`config.mk`:
```
export PLATFORM = sky130hd
export DESIGN_NAME = rx_frame_sequencer
export DESIGN_NICKNAME = d
export VERILOG_FILES = /design/src/rtl/rx_frame_sequencer.sv
export SDC_FILE = /design/constraint.sdc
export NUM_CORES = 1
export LEC_CHECK = 0
export ABC_AREA = 1
export CORE_ASPECT_RATIO = 1.75
export CORE_MARGIN = 10
export CORE_UTILIZATION = 45
export DETAILED_ROUTE_END_ITERATION = 10
export MAX_ROUTING_LAYER = met4
export PLACE_DENSITY = 0.74
export SYNTH_ARGS = -nofsm -noshare
export SYNTH_HDL_FRONTEND = slang
export SYNTH_SLANG_ARGS = --single-unit
export TNS_END_PERCENT = 20
```
`constraint.sdc`:
```
create_clock -name CLK -period 1.72 [get_ports CLK]
set_input_delay 0.344 -clock CLK [delete_from_list [all_inputs] [get_ports CLK]]
set_output_delay 0.344 -clock CLK [all_outputs]
set_load 0.01 [all_outputs]
```
`src/rtl/rx_frame_sequencer.sv`:
```
// rtl/rx_frame_sequencer.sv - OFDM receive packet sequencer: CP strip, FFT gating, frame/packet counting, resync
//
// Purpose:
//   After the synchronizer reports a packet start, discards the cyclic prefix
//   and forwards each FFT_LEN-sample symbol body to the FFT. It counts symbols
//   per frame and frames per packet. At packet end, or when the input stream
//   stalls for TIMEOUT cycles, it pulses resync_rst to re-arm the synchronizer.
//
// Ports:
//   CLK         in   rising-edge clock
//   s_RST_n     in   synchronous reset, active low; all outputs forced 0 while low
//   sync_found  in   one-cycle packet-start pulse, honoured only in HUNT
//   in_strobe   in   input sample valid
//   in_ready    out  sample accepted this cycle when in_strobe is also high
//   fft_ready   in   FFT can take a sample
//   fft_valid   out  sample forwarded to the FFT this cycle
//   fft_sof     out  first sample of a symbol (qualified by fft_valid)
//   fft_eof     out  last sample of a symbol (qualified by fft_valid)
//   sync_en     out  synchronizer search enable
//   resync_rst  out  one-cycle synchronizer reset pulse
//   pkt_done    out  one-cycle pulse: full packet delivered
//   seq_err     out  one-cycle pulse: timeout abort
//   sym_idx     out  current symbol within frame
//   frame_idx   out  current frame within packet

module rx_frame_sequencer #(
  parameter int FFT_LEN            = 64,
  parameter int CP_LEN             = 16,
  parameter int SYM_PER_FRAME      = 4,
  parameter int NO_OF_FRAME_IN_PAK = 4,
  parameter int TIMEOUT            = 256,
  parameter int SAMP_W             = 7,
  parameter int SYM_W              = 3,
  parameter int FRM_W              = 3,
  parameter int TO_W               = 9
) (
  input  logic             CLK,
  input  logic             s_RST_n,
  input  logic             sync_found,
  input  logic             in_strobe,
  output logic             in_ready,
  input  logic             fft_ready,
  output logic             fft_valid,
  output logic             fft_sof,
  output logic             fft_eof,
  output logic             sync_en,
  output logic             resync_rst,
  output logic             pkt_done,
  output logic             seq_err,
  output logic [SYM_W-1:0] sym_idx,
  output logic [FRM_W-1:0] frame_idx
);

  typedef enum logic [2:0] {
    HUNT  = 3'd0,
    CP    = 3'd1,
    SYM   = 3'd2,
    DONE  = 3'd3,
    ABORT = 3'd4
  } state_t;

  localparam logic [SAMP_W-1:0] CP_LAST  = SAMP_W'(CP_LEN - 1);
  localparam logic [SAMP_W-1:0] FFT_LAST = SAMP_W'(FFT_LEN - 1);
  localparam logic [SYM_W-1:0]  SYM_LAST = SYM_W'(SYM_PER_FRAME - 1);
  localparam logic [FRM_W-1:0]  FRM_LAST = FRM_W'(NO_OF_FRAME_IN_PAK - 1);
  localparam logic [TO_W-1:0]   TO_LAST  = TO_W'(TIMEOUT - 1);

  state_t            state, state_nxt;
  logic [SAMP_W-1:0] samp_cnt, samp_nxt;
  logic [SYM_W-1:0]  sym_cnt, sym_nxt;
  logic [FRM_W-1:0]  frm_cnt, frm_nxt;
  logic [TO_W-1:0]   idle_cnt, idle_nxt;
  logic              ready_int;
  logic              acc;

  always_ff @(posedge CLK) begin
    if (!s_RST_n) begin
      state    <= HUNT;
      samp_cnt <= '0;
      sym_cnt  <= '0;
      frm_cnt  <= '0;
      idle_cnt <= '0;
    end else begin
      state    <= state_nxt;
      samp_cnt <= samp_nxt;
      sym_cnt  <= sym_nxt;
      frm_cnt  <= frm_nxt;
      idle_cnt <= idle_nxt;
    end
  end

  // The CP is discarded, so it never waits on the FFT; only symbol bodies
  // are back-pressured by fft_ready.
  always_comb begin
    ready_int = 1'b0;
    case (state)
      HUNT:    ready_int = 1'b1;
      CP:      ready_int = 1'b1;
      SYM:     ready_int = fft_ready;
      default: ready_int = 1'b0;
    endcase
  end

  assign acc = in_strobe & ready_int;

  always_comb begin
    state_nxt = state;
    samp_nxt  = samp_cnt;
    sym_nxt   = sym_cnt;
    frm_nxt   = frm_cnt;
    idle_nxt  = idle_cnt;

    case (state)
      HUNT: begin
        // A sample strobed alongside sync_found is part of the sync pattern
        // and is deliberately not counted.
        if (sync_found) begin
          state_nxt = CP;
          samp_nxt  = '0;
          sym_nxt   = '0;
          frm_nxt   = '0;
          idle_nxt  = '0;
        end
      end

      CP: begin
        if (acc) begin
          idle_nxt = '0;
          if (samp_cnt == CP_LAST) begin
            samp_nxt  = '0;
            state_nxt = SYM;
          end else begin
            samp_nxt = samp_cnt + 1'b1;
          end
        end else if (idle_cnt == TO_LAST) begin
          state_nxt = ABORT;
        end else begin
          idle_nxt = idle_cnt + 1'b1;
        end
      end

      SYM: begin
        // An accepted sample always wins over a coincident timeout.
        if (acc) begin
          idle_nxt = '0;
          if (samp_cnt == FFT_LAST) begin
            samp_nxt = '0;
            if (sym_cnt != SYM_LAST) begin
              sym_nxt   = sym_cnt + 1'b1;
              state_nxt = CP;
            end else begin
              sym_nxt = '0;
              if (frm_cnt != FRM_LAST) begin
                frm_nxt   = frm_cnt + 1'b1;
                state_nxt = CP;
              end else begin
                state_nxt = DONE;
              end
            end
          end else begin
            samp_nxt = samp_cnt + 1'b1;
          end
        end else if (idle_cnt == TO_LAST) begin
          state_nxt = ABORT;
        end else begin
          idle_nxt = idle_cnt + 1'b1;
        end
      end

      DONE, ABORT: begin
        state_nxt = HUNT;
        samp_nxt  = '0;
        sym_nxt   = '0;
        frm_nxt   = '0;
        idle_nxt  = '0;
      end

      default: begin
        state_nxt = HUNT;
        samp_nxt  = '0;
        sym_nxt   = '0;
        frm_nxt   = '0;
        idle_nxt  = '0;
      end
    endcase
  end

  // Every output is gated by s_RST_n so nothing leaks out while reset is held,
  // including the cycle before the first reset edge.
  logic in_sym;
  assign in_sym = (state == SYM);

  assign in_ready   = s_RST_n & ready_int;
  assign fft_valid  = s_RST_n & in_strobe & in_sym & fft_ready;
  assign fft_sof    = fft_valid & (samp_cnt == '0);
  assign fft_eof    = fft_valid & (samp_cnt == FFT_LAST);
  assign sync_en    = s_RST_n & (state == HUNT);
  assign pkt_done   = s_RST_n & (state == DONE);
  assign seq_err    = s_RST_n & (state == ABORT);
  assign resync_rst = s_RST_n & ((state == DONE) | (state == ABORT));
  assign sym_idx    = s_RST_n ? sym_cnt : '0;
  assign frame_idx  = s_RST_n ? frm_cnt : '0;

endmodule

```
* Word level (Yosys, flattened, before mapping) *
Cells that the tools add are included.
W data, S select, Z words.

cells by class
  reduce and logical (&&, ||, !) cells = 9
  eq/ne operators = 18
  bitwise operators = 13
  add/sub/neg operators = 4
  mux-type cells = 32

operators by type and width
  operator               number
  $mux W3                16
  $mux W7                5
  $mux W9                3
  $pmux W3 S3            3
  $pmux W7 S3            1
  $pmux W9 S2            1
  $and A1 B1 Y1          11
  $add A9 B1 Y9 const B  1
  $eq A9 B8 Y1 const B   1
  $ne A3 B2 Y1 const B   3
  $ne A2 B2 Y1 const B   4
  $add A7 B1 Y7 const B  1
  $eq A7 B4 Y1 const B   1
  $eq A7 B6 Y1 const B   1
  $logic_not A7 Y1       1
  $add A3 B1 Y3 const B  2
  $eq A3 B2 Y1 const B   2
  $ne A3 B3 Y1 const B   2
  $reduce_and A3 Y1      2
  $reduce_and A6 Y1      1
  $mux W2                2
  $ne A2 B1 Y1 const B   2
  $reduce_and A4 Y1      1
  $reduce_or A2 Y1       2
  7 further kinds        7

storage, ports and cells
  register bits = 25
  output and inout bits = 14
  logic and storage cells = 81
  input port bits = 5

* Depth between registers and ports, before layout *
Gate-level depths: netlist (run 1).

  word-level depth = 6
  depth in mapped cells = 15
  depth with buffers taken out = 15

* Worst setup path after synthesis (run 1) *
No wires, ideal clock.

  path type = input to output
  start point = in s_RST_n
  end point = out resync_rst
  data arrival time = 1.369 ns
  buffers on the path = 1
  path slack = 0.007 ns
  cell stages on the path = 4
  required time = 1.376 ns
  cell sequence = buf_2 clkinv_1 nor4_1 or2_2

between the ends
  longest elaborated chain between the ends = 1

ends and longest elaborated chain
  element             line  source
  start: declaration  38    input logic s_RST_n,
  $and A1 B1 Y1       200   assign resync_rst = s_RST_n & ((state == DONE) | (state == ABORT));
  end: declaration    47    output logic resync_rst,

Every way passes these cells.

* Worst setup path after layout (run 1) *
  start point = reg state[1]
  end point = out sync_en

between the ends
  longest elaborated chain between the ends = 2

ends and longest elaborated chain
  element                   line  source
  start: declaration        68    state_t state, state_nxt;
  start signal: assignment  84    state <= state_nxt;
  $logic_not A3 Y1          197   assign sync_en = s_RST_n & (state == HUNT);
  $and A1 B1 Y1             197
  end: declaration          46    output logic sync_en,

Every way passes these cells.

==> flow_metrics.py, run 1 <==
metrics = {
    "run_status": {
        "outcome": "complete, no violations",
    },
    "sta": {
        "finalCritPeriodShare": 0.992,
        "slew_headroom": 0.846,
        "min_period_ps": 1710,
        "setup-violations-final": 0,
        "fin_worst_skew_ps": 5.33,
        "max_freq_ghz": 0.586,
        "worst_slew_pin_slew_ps": 230,
        "hold_viol": 0,
        "rsz0062_at_grt": "true",
        "drv_slew": 0,
        "whs_ps": 451,
        "tns_ps": 0,
    },
    "synthesis": {
        "syn_area_per_cell_um2": 6.33,
        "syn_inst": 278,
        "synth_flop_cell": "dfxtp_1",
        "synth_edf_count": 0,
        "synth_seq_cells": 25,
        "synth_fa_ha_area_frac": 0.0498,
        "synth.area.top_cells": "dfxtp_1, nand2_1, inv_1, nor2_1, nand3_1",
        "syn_nets": 290,
        "yosys.area_share.simple": 0.453,
        "syn-cell-area_um2": 1760,
        "netlist.area_leader.share": 0.284,
        "synthMuxAreaShare": 0,
        "synth_top_family_by_area": "simple AND/OR/NAND/NOR gates",
        "ys_types": 30,
        "synth_top_area_cell": "dfxtp_1",
        "synth-async-reset-ratio": 0,
        "synth_compound_gate_area_share": 0.0867,
        "synth.yosys.seq_area_share": 0.284,
        "synth_xor_area_frac": 0.00498,
        "ys_warn_count": 0,
    },
    "power": {
        "pwr-share-seq": 0.278,
        "ir_drop_v": 0.000694,
        "p_leak_nw": 1.35,
        "total_power_mw": 2.68,
        "power_frac_comb": 0.582,
        "clockPowerShare": 0.140,
        "p_sw_frac": 0.470,
        "p_per_area_nw_per_um2": 1030,
        "p_switching_mw": 1.26,
        "p_int_mw": 1.42,
    },
    "route": {
        "routedWlPerCell_um": 12.3,
        "num_vias": 1940,
        "wl_mm": 4.94,
        "antenna_left": 0,
        "drcViolationCount": 0,
        "drt_iter0_drc": 173,
        "viasPerCell": 4.84,
        "firstDrtPassIters": 4,
    },
    "global_route": {
        "grt_max_degree": 14,
        "grt_pass1_wl_mm": 8.57,
        "antenna_found_initial": 0,
        "grt_usage": 0.159,
        "grt.overflow.total": 0,
        "grt_pass1_vias": 1994,
    },
    "final_layout": {
        "final_cell_count_no_fill": 401,
        "multi_input_area_um2": 1210,
        "layout_commonest_cell": "nand2_1",
        "final_cell_mix": "nand2_1, buf_4, inv_1",
        "area_delta_synth_final_pct": 47.8,
        "fill_cells": 343,
        "fin_area_um2": 2600,
        "drive_gt1_frac": 0.371,
        "final-seq-area_um2": 509,
        "fin_nets": 366,
        "n_antenna_cell": 0,
    },
    "die": {
        "core_um2": 3830,
        "dieWidth_um": 67.3,
        "dieHeight_um": 103,
        "io_pins": 19,
        "initial_core_util": 0.460,
        "rows": 30,
        "die_area_um2": 6910,
    },
    "placement": {
        "placedInstanceArea_um2": 2240,
        "dp.cells": 377,
        "hpwl_mm": 3.38,
        "place_congestion": 0.836,
        "numPortBuffers": 18,
    },
    "setup_path": {
        "cp.arrival_ps": 1360,
        "critPathKind": "reg2out",
        "cp.required_ps": 1380,
        "startpoint_type": "flip-flop",
        "cp-end-kind": "primary output",
        "path_max_fanout": 4,
    },
    "clock_network": {
        "htree_levels": 1,
        "root_buffer": "clkbuf_8",
        "clock_latency_ps": 280,
        "numCtsBuffers": 3,
        "clock_path_buffers": 2,
        "clkTransAtPathRegs_ps": 90,
        "cts_sinks": 25,
        "cts_tree": "done",
    },
    "worst_hold_path": {
        "min_path_type": "reg2reg",
    },
    "flow_run": {
        "drv_cap": 0,
    },
}
==> worst paths after layout <==
kind / from / depth (start not counted) / end / slack, ps
hold reg to reg: idle_cnt[4]$_SDFFE_PN0P_ / 2 / idle_cnt[4]$_SDFFE_PN0P_ / 450
hold / removal: idle_cnt[4]$_SDFFE_PN0P_ / 2 / idle_cnt[4]$_SDFFE_PN0P_ / 450
setup reg to reg: idle_cnt[0]$_SDFFE_PN0P_ / 13 / idle_cnt[1]$_SDFFE_PN0P_ / 20
setup / recovery: state[1]$_SDFFE_PN0P_ / 5 / sync_en / 10
==> layout make-up <==
| class | count | share of cell area |
|---|---|---|
| Tap cell | 48 | 0.0231 |
| Timing Repair Buffer | 74 | 0.227 |
| Clock buffer | 4 | 0.0173 |
| Sequential cell | 25 | 0.196 |
| Inverter | 48 | 0.0726 |
| Multi-Input combinational cell | 202 | 0.465 |
==> critical path, cell delays in order, from the launching register on <==
cell	delay, ps
dfxtp_2	370
buf_4	160
nor2_2	130
nand2_1	80
nor2_1	110
clkdlybuf4s15_2	230
==> registers in the layout (all words and copies together) (netlist names) <==
| signal | cells |
|---|---|
| idle_cnt | 9 |
| samp_cnt | 7 |
| frm_cnt | 3 |
| state | 3 |
| sym_cnt | 3 |
==> metrics by stage <==
stage | worst slack [ps] | util
floorplan | 7.24 | -
global placement | -638 | 0.586
detailed placement | -658 | 0.586
CTS | -61.3 | 0.656
global route | -75.0 | 0.679
finish | 13.9 | 0.679
==> synthesized netlist by cell type, types with 3 or more instances <==
library cell,number
nand3_2,4
nand2_2,5
dfxtp_1,25
nand2_4,5
ha_1,7
nand3_1,19
nand2_1,79
nor2_1,38
a21oi_1,13
inv_2,7
inv_1,39
nor2_2,3
o21ai_0,9
nand4_1,5
==> power groups by stage <==
stage,registers [mW],clock network [mW],logic [mW]
detailed placement,0.731,0,1.43
global placement,0.729,0,1.41
global route,0.755,0.397,1.75
CTS,0.738,0.371,1.49
finish,0.744,0.374,1.56
floorplan,0.736,0,0.957
==> layer usage <==
| layer | vias to the layer above | part of all wire | GRT usage |
|---|---|---|---|
| li1 | 1020 | - | - |
| met1 | 871 | 0.39 | 0.149 |
| met2 | 38 | 0.56 | 0.301 |
| met3 | 11 | 0.030 | 0.0185 |
| met4 | 0 | 0.027 | 0.0825 |
| met5 | - | 0 | - |
==> cell families after synthesis <==
family,count (synthesis)
XOR/XNOR,1
buffers and inverters,52
adder cells (fa/ha/maj),7
AO/OA/AOI/OAI,27
flip-flops,25
AND/OR/NAND/NOR,166
==> repair_timing <==
item                       4_1_cts  5_1_grt
setup endpoints to repair       26       20
cloned                           1        0
gates resized for setup         56       30
hold buffers                     0        0
pin swaps                        9       11
buffers inserted                18        2
Power figures use the tool's default switching activity.
==> inputs of run 2 (changes only) <==
--- a/config.mk
+++ b/config.mk
@@ -8,10 +8,9 @@
 export ABC_AREA = 1
 export CORE_ASPECT_RATIO = 1.75
 export CORE_MARGIN = 10
-export CORE_UTILIZATION = 45
+export CORE_UTILIZATION = 50
 export DETAILED_ROUTE_END_ITERATION = 10
-export MAX_ROUTING_LAYER = met4
-export PLACE_DENSITY = 0.74
+export PLACE_DENSITY = 0.81
 export SYNTH_ARGS = -nofsm -noshare
 export SYNTH_HDL_FRONTEND = slang
 export SYNTH_SLANG_ARGS = --single-unit
==> flow_metrics.py, run 2 (synthesis gave the netlist of run 1 again) <==
metrics = {
    "run_status": {
        "outcome": "complete, but fails checks",
        "violations": "negative setup slack",
    },
    "route": {
        "viasPerCell": 5.03,
        "drcViolationCount": 0,
        "antenna_left": 0,
        "firstDrtPassIters": 4,
        "routedWlPerCell_um": 12.4,
        "wl_mm": 4.75,
        "drt_iter0_drc": 61,
        "num_vias": 1925,
    },
    "clock_network": {
        "hold_buffers": 0,
        "clkTransAtPathRegs_ps": 90,
        "clock_path_buffers": 2,
        "cts_sinks": 25,
        "clock_latency_ps": 270,
        "cts_tree": "done",
        "numCtsBuffers": 3,
        "root_buffer": "clkbuf_8",
        "htree_levels": 1,
    },
    "global_route": {
        "grt_use_met1": 0.143,
        "grt.overflow.total": 0,
        "grt_pass1_wl_mm": 7.44,
        "gr-usage-met3": 0.0215,
        "grt_use_met2": 0.264,
        "grt_pass1_vias": 1753,
        "grt_usage": 0.138,
        "grt_max_degree": 15,
        "antenna_found_initial": 0,
        "top_usage_layer": "met2",
    },
    "power": {
        "p_int_mw": 1.41,
        "ir_drop_v": 0.000753,
        "clockPowerShare": 0.137,
        "p_leak_nw": 1.26,
        "p_switching_mw": 1.23,
        "power_frac_comb": 0.579,
        "p_per_area_nw_per_um2": 1070,
        "p_sw_frac": 0.467,
        "pwr-share-seq": 0.284,
        "total_power_mw": 2.64,
    },
    "final_layout": {
        "area_delta_synth_final_pct": 40.0,
        "final_cell_mix": "nand2_1, inv_1, buf_4",
        "largest_register_ff_count": 9,
        "layout_commonest_cell": "nand2_1",
        "drive_gt1_frac": 0.340,
        "final_cell_count_no_fill": 383,
        "reg_top3": "idle_cnt (9), samp_cnt (7)",
        "fin_nets": 351,
        "regMostFlops": "idle_cnt",
        "n_antenna_cell": 0,
    },
    "setup_path": {
        "cp-end-kind": "flip-flop",
        "slowest_delay_ps": 370,
        "cp_cell_sequence": "ha_4 -> nand2_4 -> inv_2 -> nand2_2 -> nor2_4 -> nand2_2 -> nor2_2 -> ha_2 -> nand3_4 -> nand2_8 -> nand2_2 -> nand2_2 -> nor2_1",
        "cp_num_buf_inv": 1,
        "cp.required_ps": 1900,
        "cp.arrival_ps": 2000,
        "crit_family": "simple AND/OR/NAND/NOR gates",
        "critPathSlowestCell": "dfxtp_2",
        "startpoint_type": "flip-flop",
        "path_max_fanout": 7,
        "critPathKind": "reg2reg",
        "crit_top_cell": "nand2_2",
    },
    "sta": {
        "min_period_ps": 1820,
        "fin_ws_ps": -102,
        "drv_slew": 0,
        "slew_headroom": 0.859,
        "hold_viol": 0,
        "setup-violations-final": 12,
        "rsz0062_at_grt": "true",
        "fin_worst_skew_ps": 5.01,
        "finalCritPeriodShare": 1.06,
        "max_freq_ghz": 0.549,
        "worst_slew_pin_slew_ps": 210,
    },
    "die": {
        "core_um2": 3400,
        "die_area_um2": 6390,
        "initial_core_util": 0.518,
        "dieWidth_um": 64.9,
        "dieHeight_um": 98.5,
        "rows": 28,
        "io_pins": 19,
    },
    "placement": {
        "place_congestion": 0.865,
        "hpwl_mm": 3.26,
        "numPortBuffers": 18,
        "dp.cells": 372,
    },
    "worst_hold_path": {
        "min_path_type": "reg2reg",
    },
    "flow_run": {
        "drv_cap": 0,
    },
}
-- run 2: power groups by stage --
stage	Sequential, mW	Combinational, mW	Clock [mW]
6_report	0.748	1.53	0.361
5_1_grt	0.759	1.69	0.387
4_1_cts	0.728	1.44	0.359
3_5_place_dp	0.732	1.42	0
3_3_place_gp	0.728	1.40	0
2_1_floorplan	0.736	0.957	0
-- run 2: worst paths after layout --
check,slack [ps],cells past startpoint,to,start
worst min-delay path,460,2,idle_cnt[4]$_SDFFE_PN0P_,idle_cnt[4]$_SDFFE_PN0P_
worst max-delay path,-100,13,idle_cnt[1]$_SDFFE_PN0P_,idle_cnt[1]$_SDFFE_PN0P_
worst min register to register,460,2,idle_cnt[4]$_SDFFE_PN0P_,idle_cnt[4]$_SDFFE_PN0P_
worst max register to register,-100,13,idle_cnt[1]$_SDFFE_PN0P_,idle_cnt[1]$_SDFFE_PN0P_
-- run 2: metrics by stage --
step	area [µm²]	hold WS, ps	util	setup TNS, ps	setup slack [ps]
5_1_grt	2460	481	0.725	-1990	-191
3_5_place_dp	2230	447	0.655	-7670	-663
3_3_place_gp	2230	446	0.655	-7390	-634
2_1_floorplan	1760	429	-	0	7.24
4_1_cts	2320	461	0.683	-813	-139
6_report	2460	460	0.725	-814	-102
-- run 2: what timing repair did --
item,4_1_cts,5_1_grt
pin swaps,2,12
setup endpoints to repair,26,23
setup buffers,3,4
gates cloned,0,1
gates resized for setup,39,40
-- run 2: layout make-up --
| cell class | count | area (µm²) |
|---|---|---|
| Sequential cell | 25 | 512 |
| Fill cell | 276 | 933 |
| Clock buffer | 3 | 41.3 |
| Tap cell | 45 | 56.3 |
| Timing Repair Buffer | 59 | 480 |
| Inverter | 48 | 184 |
| Clock inverter | 1 | 5.00 |
| Multi-Input combinational cell | 202 | 1190 |
-- run 2: layer usage --
layer	part of all wire	wire, µm	vias to the layer above
met2	0.55	2590	42
met5	0	0	-
met3	0.035	168	17
met1	0.39	1830	880
li1	-	-	986
met4	0.032	153	0
-- run 2: worst register-to-register path, stage by stage, from the launching register on --
cell,delay (ps)
dfxtp_2,370
ha_4,150
nand2_4,50
inv_2,60
nand2_2,70
nor2_4,130
nand2_2,80
nor2_2,120
ha_2,230
nand3_4,180
nand2_8,140
nand2_2,60
nand2_2,50
nor2_1,40
==> inputs of run 3 (changes only) <==
--- a/config.mk
+++ b/config.mk
@@ -6,11 +6,13 @@
 export NUM_CORES = 1
 export LEC_CHECK = 0
 export ABC_AREA = 1
+export CAP_MARGIN = 30
 export CORE_ASPECT_RATIO = 1.75
 export CORE_MARGIN = 10
 export CORE_UTILIZATION = 50
 export DETAILED_ROUTE_END_ITERATION = 10
 export PLACE_DENSITY = 0.81
+export SETUP_SLACK_MARGIN = 0.3
 export SYNTH_ARGS = -nofsm -noshare
 export SYNTH_HDL_FRONTEND = slang
 export SYNTH_SLANG_ARGS = --single-unit
==> flow_metrics.py, run 3 (synthesis gave the netlist of run 1 again) <==
metrics = {
    "final_layout": {
        "layout_commonest_cell": "nand2_1",
        "area_delta_synth_final_pct": 48.5,
        "reg_top3": "idle_cnt (9), samp_cnt (7)",
        "regMostFlops": "idle_cnt",
        "drive_gt1_frac": 0.416,
        "utilization": 0.770,
        "n_antenna_cell": 0,
        "fin_nets": 352,
        "largest_register_ff_count": 9,
        "fin_area_um2": 2620,
        "final_cell_mix": "nand2_1, inv_1, buf_4",
    },
    "placement": {
        "placedInstanceArea_um2": 2270,
        "numPortBuffers": 18,
        "place_congestion": 0.867,
        "hpwl_mm": 3.39,
        "dpl_worst_slack_ps": -585,
    },
    "sta": {
        "fin_worst_skew_ps": 9.91,
        "slew_headroom": 0.839,
        "rsz0062_at_grt": "true",
        "finalCritPeriodShare": 1.05,
        "setup-violations-final": 7,
        "min_period_ps": 1810,
        "max_freq_ghz": 0.554,
        "hold_viol": 0,
        "worst_slew_pin_slew_ps": 239,
        "fin_ws_ps": -86.5,
        "drv_slew": 0,
        "tns_ps": -289,
    },
    "die": {
        "initial_core_util": 0.518,
        "io_pins": 19,
        "dieHeight_um": 98.5,
        "dieWidth_um": 64.9,
        "rows": 28,
        "core_um2": 3400,
        "die_area_um2": 6390,
    },
    "power": {
        "p_per_area_nw_per_um2": 1160,
        "ir_drop_v": 0.000940,
        "p_sw_frac": 0.494,
        "p_leak_nw": 1.30,
        "p_switching_mw": 1.50,
        "pwr-share-seq": 0.249,
        "p_int_mw": 1.54,
        "power_frac_comb": 0.630,
        "clockPowerShare": 0.122,
    },
    "global_route": {
        "grt_max_degree": 15,
        "antenna_found_initial": 0,
        "grt_pass1_vias": 2016,
        "grt.overflow.total": 0,
        "grt_usage": 0.166,
        "grt_pass1_wl_mm": 8.76,
    },
    "route": {
        "wl_mm": 6.12,
        "firstDrtPassIters": 5,
        "drt_iter0_drc": 95,
        "num_vias": 2091,
        "drcViolationCount": 0,
        "routedWlPerCell_um": 15.9,
        "antenna_left": 0,
        "viasPerCell": 5.45,
    },
    "clock_network": {
        "root_buffer": "clkbuf_8",
        "clock_latency_ps": 280,
        "cts_tree": "done",
        "clkTransAtPathRegs_ps": 100,
        "clock_path_buffers": 2,
        "htree_levels": 1,
        "numCtsBuffers": 3,
        "cts_sinks": 25,
    },
    "run_status": {
        "violations": "negative setup slack",
        "outcome": "complete, but fails checks",
    },
    "setup_path": {
        "critPathKind": "reg2reg",
        "cp-end-kind": "flip-flop",
        "cp.arrival_ps": 1980,
        "startpoint_type": "flip-flop",
        "path_max_fanout": 3,
        "cp.required_ps": 1890,
    },
    "flow_run": {
        "drv_cap": 0,
    },
    "worst_hold_path": {
        "min_path_type": "reg2reg",
    },
}
run 3: cell count changes in the layout (fill, tap and decap cells not counted), moves of 4 or more:
| cell | before | now |
|---|---|---|
| inv_4 | 1 | 5 |
| nand2_2 | 13 | 17 |
| buf_6 | 4 | 10 |
| clkdlybuf4s50_1 | 5 | 1 |
| nand2_1 | 70 | 60 |
| nand2_4 | 6 | 12 |
run 3: stage by stage:
step	instances	hold WS (ps)	total power, mW
3_3_place_gp	372	440	2.17
6_report	384	464	3.04
3_5_place_dp	372	449	2.20
2_1_floorplan	278	429	1.72
4_1_cts	380	461	2.72
5_1_grt	384	473	3.19
run 3: area by class of cell:
class / instances / area [µm²]
clock buffer: 3 / 41.3
clock inverter: 1 / 5.00
fill: 249 / 783
inverter: 48 / 203
multi-input combinational: 202 / 1320
sequential: 25 / 518
tap: 45 / 56.3
timing repair buffer: 60 / 477
run 3: critical path, cell delays in order, from the launching register on:
cell     delay (ps)
dfxtp_2         370
ha_4            150
nand2_4          50
inv_4            70
nand2_4          60
nor2_4          120
nand2_2          90
nor2_4          130
ha_4            180
inv_4            60
nand2_2          60
nand2_2          70
nand3_1          70
nand2_1          70
nor2_2          100
nor2_1           50
run 3: path summary, 6_finish.rpt:
kind                         endpoint  cells past startpoint  slack (ps)                startpoint
max             state[1]$_SDFFE_PN0P_                     15         -90  idle_cnt[1]$_SDFFE_PN0P_
min reg2reg  idle_cnt[4]$_SDFFE_PN0P_                      2         460  idle_cnt[4]$_SDFFE_PN0P_
min          idle_cnt[4]$_SDFFE_PN0P_                      2         460  idle_cnt[4]$_SDFFE_PN0P_
max reg2reg     state[1]$_SDFFE_PN0P_                     15         -90  idle_cnt[1]$_SDFFE_PN0P_
run 3: metal layers:
metal,vias up,wire length [µm],track usage
met5,-,0,0
met4,0,260,0.0877
met3,38,375,0.0340
met2,103,3440,0.317
met1,961,2040,0.156
li1,989,-,-
run 3: power by group through the flow:
stage / Sequential [mW] / Clock [mW] / Combinational [mW]
2_1_floorplan: 0.749 / 0 / 0.969
3_3_place_gp: 0.730 / 0 / 1.44
3_5_place_dp: 0.734 / 0 / 1.47
4_1_cts: 0.740 / 0.368 / 1.62
5_1_grt: 0.762 / 0.390 / 2.04
6_report: 0.755 / 0.370 / 1.91
run 3: repair_timing:
| item | 4_1_cts | 5_1_grt |
|---|---|---|
| resized for setup | 95 | 40 |
| endpoints found under the hold margin | 0 | 0 |
| setup buffers | 4 | 3 |
| gates cloned | 0 | 1 |
| pin swaps | 35 | 21 |
| hold buffers | 0 | 0 |
| endpoints found under the setup margin | 39 | 36 |
